**config.mk**
```make
export PLATFORM = sky130hd
export DESIGN_NAME = dcache_refill_ctrl
export DESIGN_NICKNAME = d
export VERILOG_FILES = /design/src/rtl/dcache_refill_ctrl.sv
export SDC_FILE = /design/constraint.sdc
export NUM_CORES = 1
export LEC_CHECK = 0
export ABC_AREA = 1
export BUFFER_PORTS_ARGS = -buffer_cell sky130_fd_sc_hd__buf_2
export CAP_MARGIN = 10
export CORE_ASPECT_RATIO = 1.5
export CORE_MARGIN = 4
export CORE_UTILIZATION = 46
export DETAILED_ROUTE_END_ITERATION = 16
export GPL_TIMING_DRIVEN = 0
export HOLD_SLACK_MARGIN = 0.08
export PLACE_DENSITY = 0.82
export SYNTH_ARGS = -nofsm -noshare
export SYNTH_HDL_FRONTEND = slang
export SYNTH_SLANG_ARGS = --single-unit
```
**constraint.sdc**
```tcl
create_clock -name clk -period 2.2 [get_ports clk]
set_input_delay 0.11 -clock clk [delete_from_list [all_inputs] [get_ports clk]]
set_output_delay 0.11 -clock clk [all_outputs]
set_load 0.01 [all_outputs]
```
**src/rtl/dcache_refill_ctrl.sv**
```systemverilog
`default_nettype none
// +--------------------------------------------------------------------------+
// | dcache_refill_ctrl: dirty-victim write-back and word-by-word line refill |
// | Revision: 1.0                                                            |
// +--------------------------------------------------------------------------+
module dcache_refill_ctrl #(
  parameter int ADDRESS_WIDTH  = 32,
  parameter int DATA_WIDTH     = 32,
  parameter int WORDS_PER_LINE = 4,
  parameter int IDX_WIDTH      = $clog2(WORDS_PER_LINE)
) (
  input  logic                     clk,
  input  logic                     rst,
  input  logic                     MissM,
  input  logic [ADDRESS_WIDTH-1:0] AddrM,
  input  logic                     VictimDirty,
  input  logic [ADDRESS_WIDTH-1:0] VictimAddr,
  input  logic [DATA_WIDTH-1:0]    VictimData,
  output logic                     MemReq,
  output logic                     MemWE,
  output logic [ADDRESS_WIDTH-1:0] MemAddr,
  output logic [DATA_WIDTH-1:0]    MemWData,
  input  logic                     MemReady,
  input  logic [DATA_WIDTH-1:0]    MemRData,
  output logic                     CacheWE,
  output logic [IDX_WIDTH-1:0]     WordIdx,
  output logic [DATA_WIDTH-1:0]    CacheWData,
  output logic                     SetValid,
  output logic                     Busy
);

  localparam int c_WORD_SHIFT = $clog2(DATA_WIDTH / 8);
  localparam int c_OFF_BITS   = $clog2(WORDS_PER_LINE * DATA_WIDTH / 8);
  localparam logic [ADDRESS_WIDTH-1:0] c_LINE_MASK =
    ~ADDRESS_WIDTH'({c_OFF_BITS{1'b1}});
  localparam logic [IDX_WIDTH-1:0] c_LAST_IDX = IDX_WIDTH'(WORDS_PER_LINE - 1);

  typedef enum logic [1:0] {
    S_IDLE = 2'd0,
    S_WB   = 2'd1,
    S_FILL = 2'd2,
    S_DONE = 2'd3
  } state_t;

  state_t                   r_state;
  state_t                   w_next_state;
  logic [IDX_WIDTH-1:0]     r_idx;
  logic [ADDRESS_WIDTH-1:0] r_miss_base;
  logic [ADDRESS_WIDTH-1:0] r_victim_base;
  logic [ADDRESS_WIDTH-1:0] w_word_off;
  logic                     w_last;

  // Byte offset of the current beat inside the line; sums wrap modulo 2^ADDRESS_WIDTH.
  assign w_word_off = ADDRESS_WIDTH'(r_idx) << c_WORD_SHIFT;
  assign w_last     = (r_idx == c_LAST_IDX);
  assign Busy       = (r_state != S_IDLE);

  always_ff @(posedge clk or posedge rst) begin
    if (rst) begin
      r_state <= S_IDLE;
    end else begin
      r_state <= w_next_state;
    end
  end

  always_comb begin
    w_next_state = r_state;
    MemReq       = 1'b0;
    MemWE        = 1'b0;
    MemAddr      = '0;
    MemWData     = '0;
    CacheWE      = 1'b0;
    WordIdx      = '0;
    CacheWData   = '0;
    SetValid     = 1'b0;
    case (r_state)
      S_IDLE: begin
        if (MissM) begin
          w_next_state = VictimDirty ? S_WB : S_FILL;
        end
      end
      S_WB: begin
        MemReq   = 1'b1;
        MemWE    = 1'b1;
        MemAddr  = r_victim_base + w_word_off;
        MemWData = VictimData;
        WordIdx  = r_idx;
        if (MemReady && w_last) begin
          w_next_state = S_FILL;
        end
      end
      S_FILL: begin
        MemReq  = 1'b1;
        MemAddr = r_miss_base + w_word_off;
        WordIdx = r_idx;
        if (MemReady) begin
          CacheWE    = 1'b1;
          CacheWData = MemRData;
          if (w_last) begin
            w_next_state = S_DONE;
          end
        end
      end
      S_DONE: begin
        SetValid     = 1'b1;
        w_next_state = S_IDLE;
      end
      default: begin
        w_next_state = S_IDLE;
      end
    endcase
  end

  // Victim dirtiness is carried by the WB/FILL choice, so it is not stored separately.
  always_ff @(posedge clk or posedge rst) begin
    if (rst) begin
      r_idx         <= '0;
      r_miss_base   <= '0;
      r_victim_base <= '0;
    end else begin
      case (r_state)
        S_IDLE: begin
          if (MissM) begin
            r_miss_base   <= AddrM & c_LINE_MASK;
            r_victim_base <= VictimAddr;
            r_idx         <= '0;
          end
        end
        S_WB, S_FILL: begin
          if (MemReady) begin
            r_idx <= w_last ? '0 : r_idx + 1'b1;
          end
        end
        default: begin
          r_idx <= r_idx;
        end
      endcase
    end
  end

endmodule
`default_nettype wire

```
==> summary.txt, run 1 <==
STA
  • Final setup margin: -0.0684 ns
  • Final Critical Period: 2.27 ns
  • Fmax: 441 MHz
  • Final slew viol count: 0
  • Final Hold Vio Count: 0
  • Slew headroom: 54.7%
  • RSZ-0062 raised after global routing: yes
  • Setup-failing EPs final: 7
  • Post-route setup TNS: -0.237 ns
  • Worst-margin pin slew: 0.679 ns
  • Period Utilization, post-route: 103%
  • Clk_skew: 0.00729 ns

Power and ir drop
  • Pleak: 3.92 nW
  • Pint: 4.63 mW
  • Combinational power share: 57.7%
  • Power Total: 8.83 mW
  • Flop pwr share: 27.1%
  • Clock power frac: 15.2%
  • Sw Share: 47.6%
  • Pwr dens: 1270 mW/mm2
  • VDD IR max: 0.000828 V
  • P_sw: 4.20 mW

Status
  • Status: finished with violations
  • Violations in the final reports: negative setup slack

Global route
  • Total track usage: 32.3%
  • Routing usage on met3: 6.15%
  • Largest net degree at the start of global routing: 37
  • M2 GR Usage: 59.1%
  • Vias in the first global route: 5523
  • First-pass GRT wire length: 27.6 mm
  • Remaining global-route overflow: 0
  • Met1 usage in global routing: 32.2%
  • Most Crowded Layer GR: met2
  • Initial antenna violation count: 0

Placed design
  • GP Congestion: 0.994
  • Placed cells: 973
  • Placed wire-length estimate: 13.0 mm
  • # port buffers: 231
  • Placement Cell Area: 0.00576 mm2

Setup path
  • CP Launch Type: flop
  • Top cell by count, worst path: nor2_4
  • Worst Setup End Kind: output pin
  • Max incr delay on CP: 0.41 ns
  • WP data arrival: 2.16 ns
  • Cell Chain, Critical Path: ha_4, fa_2, nand2_2, nor2_4, nand2_4, nor2_4, or2_4, nand3_4, a21oi_2, buf_2
  • Slowest stage cell, crit path: dfrtp_1
  • Critical path class: reg2out
  • CP Max Fanout: 4
  • WP data required: 2.09 ns

Die
  • Total core area: 0.00936 mm2
  • Die H: 128 um
  • Die width: 88.3 um
  • Rows: 43
  • Die ar.: 0.0113 mm2
  • IO Pins: 236
  • Initial Utilization: 47.5%

Cells and area
  • Final instance area: 0.00697 mm2
  • Layout cell share with drive strength beyond 1: 42.3%
  • # fillers: 699
  • Most common cell after layout, fill and taps aside: buf_2
  • NumNets Final: 1082
  • Reg area: 0.00160 mm2
  • Ant. Diodes: 0
  • Synth-to-layout area growth: 56.7%
  • Most frequent cells in the layout: buf_2, nand2_1, inv_1
  • Multi-input combinational cell area: 0.00255 mm2
  • Fin cells: 1056

Yosys
  • Syn_nets: 771
  • Synth Instances: 629
  • Flops & latches, synth: 64
  • Mean Syn Cell Area: 7.07 um2
  • Synth warn: 0
  • Sequential element share of the synthesized area: 36.0%
  • Distinct cells, synth: 26
  • Mapped cell area: 0.00445 mm2

Detailed routing
  • Iteration-0 DRC Markers: 498
  • Drt total wl: 18.9 mm
  • Antenna-violating nets left: 0
  • Via count: 5559
  • Via-per-instance ratio: 5.26
  • Avg WL per Cell: 17.9 um
  • # DRC: 0
  • First drt pass iteration count: 5

Clock network
  • Worst skew pair latency: 0.34 ns
  • Clk sink count: 64
  • Worst-path clk slew: 0.06 ns
  • Bufs on Longest Clock Path: 2
  • CTS Buf Count: 9
  • Clk root buf: clkbuf_16
  • H-tree depth: 3
  • CTS tree: done

Hold path
  • Worst Hold Class: in2reg

Flow run
  • Max_cap viols: 0
per-stage QoR:
stage	util, %	setup slack, ns	hold WS (ns)
after floorplan	-	0.337	0.260
after global placement	61.3	-0.331	0.341
after detailed placement	61.5	0.0837	0.233
after CTS	72.1	-0.0124	0.210
after global routing	74.4	-0.114	0.267
final	74.4	-0.0684	0.213
metal layers:
layer  routed length (um)  vias to the layer above
li1                     -                     2576
met1                 6010                     2553
met2                 9970                      351
met3                 1780                       79
met4                 1120                        0
met5                    0                        -
synthesized netlist by cell type:
cell type  instances  area (um2)
clkbuf_1           8        30.0
nand2_1          148         556
nand3_1           35         175
or2_2              1        6.26
dfrtp_1           64        1600
inv_2              2        7.51
ha_1               8         100
a21oi_1           50         250
a32o_1             2        20.0
fa_1               1        20.0
or2_1              2        12.5
nand2_2           15        93.8
inv_1            105         394
nor2_2            13        81.3
o21bai_1           2        15.0
a21oi_2            3        26.3
buf_4              1        7.51
o21ai_0           17        85.1
nand4_1            2        12.5
nor2_4             6        67.6
buf_2             12        60.1
nor2_1            85         319
buf_6              1        11.3
buf_1              3        11.3
mux2_2            41         462
nand3_2            2        20.0
power by group through the flow:
| stage | combinational [mW] | sequential [mW] | clock, mW |
|---|---|---|---|
| floorplan | 2.92 | 2.13 | 0 |
| detailed placement | 4.34 | 2.31 | 0 |
| global placement | 4.27 | 2.29 | 0 |
| CTS | 4.63 | 2.30 | 1.33 |
| finish | 5.10 | 2.39 | 1.34 |
| global route | 5.55 | 2.42 | 1.39 |
path summary, 6_finish.rpt:
| kind | end | start | depth (start not counted) | slack (ns) |
|---|---|---|---|---|
| min | r_idx[0]$_DFFE_PP0P_ | MissM | 4 | 0.21 |
| max | MemAddr[12] | r_victim_base[2]$_DFFE_PP0P_ | 10 | -0.07 |
| max reg2reg | r_miss_base[8]$_DFFE_PP0P_ | r_state[1]$_DFFE_PP0P_ | 5 | 0.42 |
| min reg2reg | r_miss_base[5]$_DFFE_PP0P_ | r_miss_base[5]$_DFFE_PP0P_ | 1 | 0.50 |
| min in group asynchronous | r_miss_base[5]$_DFFE_PP0P_ | rst | 3 | 0.44 |
| max in group asynchronous | r_idx[1]$_DFFE_PP0P_ | rst | 4 | 1.11 |
worst max-delay path: cells and delay by family, from the launching register on:
kind                       cells  cell delay (ns)
AOI/OAI and AO/OA              1             0.06
adders and majority gates      2             0.58
buffers and inverters          1             0.14
DFF                            1             0.41
and+or+nand+nor                6             0.62
sequential cells by signal (all words and copies together) (netlist names):
signal / flops
r_victim_base: 32
r_miss_base: 28
r_idx: 2
r_state: 2
final cells by class:
type                       count  area share, %
timing repair buffer         300           26.4
sequential                    64           23.0
tap                          112           2.01
inverter                     107           5.87
multi-input combinational    433           36.6
clock inverter                 3          0.251
clock buffer                  12           3.68
buffer                        25           2.19
kinds of logic (layout without fill, tap and decap cells):
kind of cell	count (synthesis)	in the layout	synth area share, %
multiplexers	41	41	10.4
AO/OA/AOI/OAI	74	74	8.92
AND/OR/NAND/NOR	309	309	30.2
flip-flops	64	64	36.0
adder cells (fa/ha/maj)	9	9	2.70
buffers and inverters	132	447	11.7
timing repair:
item                       4_1_cts  5_1_grt
pin swaps                        7       17
hold endpoints to repair        88        0
setup endpoints to repair       27       76
resized for setup               24       53
buffers inserted                 4        3
hold buffers                    61        0
Note: power is estimated with default switching activity, not from simulation.
==> run 2: changes to the inputs <==
--- a/config.mk
+++ b/config.mk
@@ -5,16 +5,19 @@
 export SDC_FILE = /design/constraint.sdc
 export NUM_CORES = 1
 export LEC_CHECK = 0
-export ABC_AREA = 1
+export ABC_AREA = 0
 export BUFFER_PORTS_ARGS = -buffer_cell sky130_fd_sc_hd__buf_2
 export CAP_MARGIN = 10
+export CELL_PAD_IN_SITES_DETAIL_PLACEMENT = 0
+export CELL_PAD_IN_SITES_GLOBAL_PLACEMENT = 1
 export CORE_ASPECT_RATIO = 1.5
 export CORE_MARGIN = 4
-export CORE_UTILIZATION = 46
+export CORE_UTILIZATION = 32
 export DETAILED_ROUTE_END_ITERATION = 16
 export GPL_TIMING_DRIVEN = 0
 export HOLD_SLACK_MARGIN = 0.08
-export PLACE_DENSITY = 0.82
+export MAX_ROUTING_LAYER = met4
+export PLACE_DENSITY_LB_ADDON = 0.1
 export SYNTH_ARGS = -nofsm -noshare
 export SYNTH_HDL_FRONTEND = slang
 export SYNTH_SLANG_ARGS = --single-unit
==> summary.txt, run 2 <==
Status
  • Status: finished with violations
  • Violations in the final reports: negative setup slack

Yosys
  • Post-synthesis simple-gate area fraction: 25.3%
  • Post-synthesis xor/xnor area fraction: 1.67%
  • Synth warn: 0
  • Distinct cells, synth: 48
  • Largest family of logic cells by synthesized area: simple AND/OR/NAND/NOR gates
  • Mean Syn Cell Area: 9.79 um2
  • Post-synth top cells: dfrtp_1, mux2_2, and2_1
  • Yosys top cell by area: dfrtp_1
  • Post-synthesis compound-gate area fraction: 10.0%
  • Synth Instances: 428
  • Sequential element share of the synthesized area: 38.2%
  • Flops & latches, synth: 64
  • Top_reg_cell synth: dfrtp_1
  • Largest cells by area after synthesis: dfrtp_1, mux2_2, and2_1
  • Async SR Flop Fraction: 100%
  • Count leader, synth: dfrtp_1
  • Multiplexer share of the synthesized area: 17.3%
  • Adder-Cell Fraction of Synth Area: 2.87%
  • Area share of the largest cell type after synthesis: 38.2%
  • Syn_nets: 570
  • Mapped cell area: 0.00419 mm2
  • Post-synth EDFFs: 0

Cells and area
  • Most frequent cells in the layout: buf_2, dlygate4sd3_1, mux2_2
  • Number of flip-flops in the largest register: 32
  • NumNets Final: 904
  • Biggest regs: r_victim_base x32, r_miss_base x28
  • Synth-to-layout area growth: 70.7%
  • Layout Utilization: 56.6%
  • Most flops, register: r_victim_base
  • Ant. Diodes: 0
  • Layout cell share with drive strength beyond 1: 53.3%
  • Final instance area: 0.00715 mm2
  • Most common cell after layout, fill and taps aside: buf_2

Detailed routing
  • Drt total wl: 16.3 mm
  • First drt pass iteration count: 4
  • Via count: 4654
  • Iteration-0 DRC Markers: 123
  • Antenna-violating nets left: 0
  • Via-per-instance ratio: 5.04
  • # DRC: 0
  • Avg WL per Cell: 17.7 um

STA
  • Hold_ws: 0.0997 ns
  • Fmax: 420 MHz
  • Post-route setup TNS: -2.04 ns
  • Period Utilization, post-route: 108%
  • Final setup margin: -0.180 ns
  • Worst-margin pin slew: 0.685 ns
  • Final Hold Vio Count: 0
  • Final Critical Period: 2.38 ns
  • Clk_skew: 0.00893 ns
  • Setup-failing EPs final: 23
  • Final slew viol count: 0
  • RSZ-0062 raised after global routing: yes
  • Slew headroom: 54.3%

Placed design
  • Placement Cell Area: 0.00559 mm2
  • # port buffers: 231
  • GP Congestion: 0.806
  • Placed wire-length estimate: 12.5 mm

Hold path
  • Worst Hold Class: in2reg
  • Hold Path End: r_state[1]$_DFFE_PP0P_
  • Hold path start: VictimDirty
  • Hold path cells: 4

Global route
  • Vias in the first global route: 4691
  • Remaining global-route overflow: 0
  • Largest net degree at the start of global routing: 38
  • Initial antenna violation count: 0
  • First-pass GRT wire length: 24.3 mm
  • Total track usage: 21.4%

Power and ir drop
  • Pwr dens: 1260 mW/mm2
  • Combinational power share: 56.2%
  • VDD IR max: 0.000743 V
  • Pleak: 3.59 nW
  • Flop pwr share: 27.1%
  • Pint: 5.30 mW
  • Sw Share: 41.3%
  • Power Total: 9.03 mW
  • Clock power frac: 16.7%
  • P_sw: 3.73 mW

Clock network
  • CTS tree: done
  • Worst-path clk slew: 0.05 ns
  • Worst skew pair latency: 0.33 ns
  • CTS Buf Count: 9
  • Clk sink count: 64
  • Bufs on Longest Clock Path: 2
  • Clk root buf: clkbuf_16
  • H-tree depth: 3

Setup path
  • CP Max Fanout: 3
  • Worst R2R Path Depth: 5
  • WP data arrival: 2.27 ns
  • R2R setup slack: 0.24 ns
  • CP startpoint: r_victim_base[2]$_DFFE_PP0P_
  • Worst R2R Start: r_state[1]$_DFFE_PP0P_
  • Critical path class: reg2out
  • CP Launch Type: flop
  • Worst Setup End Kind: output pin
  • FF-to-FF End: r_miss_base[17]$_DFFE_PP0P_
  • WP data required: 2.09 ns

Die
  • Die ar.: 0.0150 mm2
  • IO Pins: 236
  • Die width: 101 um
  • Rows: 50
  • Die H: 148 um
  • Total core area: 0.0126 mm2
  • Initial Utilization: 33.2%

Flow run
  • Max_cap viols: 0
run 2: cell type report:
cell class	instances	area (um2)
inverters	10	37.5
repair buffers	329	2110
fillers	1167	5490
clock buffers	11	233
plain buffers	27	176
multi-input cells	321	2700
well taps	156	195
clock inverters	5	81.3
flip-flops and latches	64	1620
run 2: worst max path at each step:
stage                              to  slack (ns)  cells past startpoint
after CTS                 MemAddr[30]       -0.19                      7
after detailed placement   MemAddr[7]       -0.62                      9
after global placement    MemAddr[15]       -0.68                      6
after global routing      MemAddr[31]       -0.24                      7
after floorplan           MemAddr[30]       0.002                      7
final                     MemAddr[30]       -0.18                      7
run 2: worst max-delay path, cell delays in order, from the launching register on:
cell	delay (ns)
dfrtp_1	0.39
ha_4	0.17
fa_2	0.23
nand3_4	0.09
or3_4	0.37
or4b_1	0.49
nand3_2	0.10
buf_6	0.10
run 2: cell families (layout without fill, tap and decap cells):
group / after synthesis / after routing
fa+ha+maj: 9 / 9
compound gates: 58 / 58
xor+xnor: 8 / 8
flops: 64 / 64
buf+inv: 43 / 382
simple gates: 181 / 181
mux: 65 / 65
run 2: power by group through the flow:
| stage | registers, mW | logic (mW) | clock network, mW |
|---|---|---|---|
| 6_report | 2.45 | 5.07 | 1.51 |
| 5_1_grt | 2.53 | 5.55 | 1.58 |
| 4_1_cts | 2.45 | 4.85 | 1.54 |
| 3_5_place_dp | 2.46 | 4.18 | 0 |
| 3_3_place_gp | 2.43 | 4.14 | 0 |
| 2_1_floorplan | 2.24 | 2.75 | 0 |
run 2: per-layer routing:
metal	vias to the layer above	part of all wire (%)	routed length (um)	track usage, %
met5	-	0	0	-
met4	0	3.0	494	8.25
met3	33	7.4	1210	3.61
met2	196	55	9000	40.1
met1	2188	35	5640	21.7
li1	2237	-	-	-
run 2: through the flow:
step           cells  worst slack (ns)
2_1_floorplan    428           0.00221
3_3_place_gp     815            -0.685
3_5_place_dp     817            -0.623
4_1_cts          913            -0.187
5_1_grt          923            -0.243
6_report         923            -0.180
run 2: repair_timing:
item | in CTS | in global routing
endpoints found under the hold margin | 87 | 0
setup buffers | 24 | 10
gates resized for setup | 68 | 33
hold buffers | 61 | 0
pin swaps | 27 | 28
setup endpoints to repair | 46 | 28
gates cloned | 1 | 0
==> run 3: changes to the inputs <==
--- a/config.mk
+++ b/config.mk
@@ -18,6 +18,7 @@
 export HOLD_SLACK_MARGIN = 0.08
 export MAX_ROUTING_LAYER = met4
 export PLACE_DENSITY_LB_ADDON = 0.1
+export SKIP_LAST_GASP = 1
 export SYNTH_ARGS = -nofsm -noshare
 export SYNTH_HDL_FRONTEND = slang
 export SYNTH_SLANG_ARGS = --single-unit
==> summary.txt, run 3 (synthesized netlist as in run 2, its figures left out) <==
Status
  • Status: finished with violations
  • Violations in the final reports: negative setup slack

Global route
  • Initial antenna violation count: 0
  • Met1 usage in global routing: 21.5%
  • Routing usage on met3: 3.61%
  • Largest net degree at the start of global routing: 38
  • Remaining global-route overflow: 0
  • Vias in the first global route: 4681
  • M2 GR Usage: 40.1%
  • Most Crowded Layer GR: met2
  • Total track usage: 21.4%
  • First-pass GRT wire length: 24.3 mm

Power and ir drop
  • Pleak: 3.53 nW
  • Pwr dens: 1260 mW/mm2
  • VDD IR max: 0.000734 V
  • Power Total: 8.92 mW

Clock network
  • CTS Buf Count: 9
  • CTS tree: done
  • Worst-path clk slew: 0.05 ns
  • Worst skew pair latency: 0.33 ns
  • Clk root buf: clkbuf_16
  • Clk sink count: 64
  • H-tree depth: 3
  • Bufs on Longest Clock Path: 2

Placed design
  • # port buffers: 231
  • Placed wire-length estimate: 12.5 mm
  • GP Congestion: 0.806
  • Dpl ws: -0.623 ns

Setup path
  • WP depth: 7
  • CP Max Fanout: 3
  • WP data arrival: 2.26 ns
  • CP Buf/Inv Count: 1
  • Cell Chain, Critical Path: ha_4, fa_2, nand3_4, or3_4, or4b_1, nand3_2, buf_6
  • Critical path class: reg2out
  • Worst Setup End Kind: output pin
  • CP Launch Type: flop
  • Max incr delay on CP: 0.49 ns
  • Worst R2R Path Depth: 5
  • Cell family with most CP delay: simple AND/OR/NAND/NOR gates
  • Slowest stage cell, crit path: or4b_1
  • WP data required: 2.09 ns

Detailed routing
  • Avg WL per Cell: 17.7 um
  • Via-per-instance ratio: 5.06
  • Via count: 4633
  • # DRC: 0
  • First drt pass iteration count: 4
  • Iteration-0 DRC Markers: 141
  • Antenna-violating nets left: 0
  • Drt total wl: 16.2 mm

Cells and area
  • Biggest regs: r_victim_base x32, r_miss_base x28
  • Most common cell after layout, fill and taps aside: buf_2
  • Synth-to-layout area growth: 68.6%
  • Most frequent cells in the layout: buf_2, dlygate4sd3_1, mux2_2
  • Ant. Diodes: 0
  • Most flops, register: r_victim_base
  • Layout cell share with drive strength beyond 1: 52.8%
  • Number of flip-flops in the largest register: 32
  • NumNets Final: 896

Die
  • Die width: 101 um
  • Rows: 50
  • Die H: 148 um
  • Total core area: 0.0126 mm2
  • Die ar.: 0.0150 mm2
  • IO Pins: 236
  • Initial Utilization: 33.2%

STA
  • Slew headroom: 54.4%
  • Final Critical Period: 2.37 ns
  • Final Hold Vio Count: 0
  • Fmax: 421 MHz
  • Clk_skew: 0.00813 ns
  • Final slew viol count: 0
  • RSZ-0062 raised after global routing: yes
  • Final setup margin: -0.175 ns
  • Worst-margin pin slew: 0.685 ns
  • Setup-failing EPs final: 23
  • Period Utilization, post-route: 108%

Flow run
  • Max_cap viols: 0

Hold path
  • Worst Hold Class: in2reg
  • Hold path cells: 4
==> run 3: cell count changes in the layout (fill, tap and decap cells not counted), sizes merged <==
| cell | delta |
|---|---|
| buf | -8 |
==> run 3: what timing repair did <==
action	4_1_cts	5_1_grt
buffers inserted	24	2
hold buffers	61	0
resized for setup	64	32
pin swaps	26	28
setup endpoints to repair	46	38
cloned	1	0
hold endpoints to repair	87	0
==> run 3: final cells by class <==
class                      instances  area (um2)
fill                            1179        5570
multi-input combinational        321        2680
timing repair buffer             321        2040
sequential                        64        1620
clock buffer                      11         233
tap                              156         195
buffer                            27         175
clock inverter                     5        81.3
inverter                          10        37.5
==> run 3: worst reg2reg max path, delay by kind of cell (launching register included) <==
family	cells	cell delay, ns
adders and majority gates	1	0.18
and+or+nand+nor	1	0.17
buffers and inverters	2	0.67
muxes	1	0.41
DFF	1	0.42
==> run 3: where the power goes <==
part	internal, mW	switching, mW
logic	2.43	2.52
registers	1.81	0.653
clock network	0.992	0.519
total	5.23	3.69
==> run 3: worst paths after layout <==
kind                                              start                      endpoint  slack, ns
setup reg to reg                 r_state[1]$_DFFE_PP0P_   r_miss_base[17]$_DFFE_PP0P_       0.24
setup / recovery           r_victim_base[2]$_DFFE_PP0P_                   MemAddr[30]      -0.17
max in group asynchronous                           rst          r_idx[1]$_DFFE_PP0P_       1.16
hold / removal                              VictimDirty        r_state[1]$_DFFE_PP0P_        0.1
min in group asynchronous                           rst   r_miss_base[19]$_DFFE_PP0P_       0.41
hold reg to reg            r_victim_base[1]$_DFFE_PP0P_  r_victim_base[1]$_DFFE_PP0P_       0.50
==> run 3: through the flow <==
step / setup TNS [ns] / utilization [%] / instance area (um2) / std cells / hold slack (ns)
after floorplan: 0 / - / 4210 / 428 / 0.261
after detailed placement: -11.60 / 44.2 / 5590 / 817 / 0.219
after CTS: -2.51 / 54.8 / 6920 / 913 / 0.0964
after global routing: -3.88 / 55.9 / 7060 / 915 / 0.141
after global placement: -32.33 / 44.0 / 5560 / 815 / 0.344
final: -2.02 / 55.9 / 7060 / 915 / 0.0984
==> run 3: layer usage <==
layer  part of all wire, %  vias to the layer above
met5                     0                        -
met4                   2.9                        0
met3                   7.5                       31
met2                    55                      197
met1                    34                     2185
li1                      -                     2220
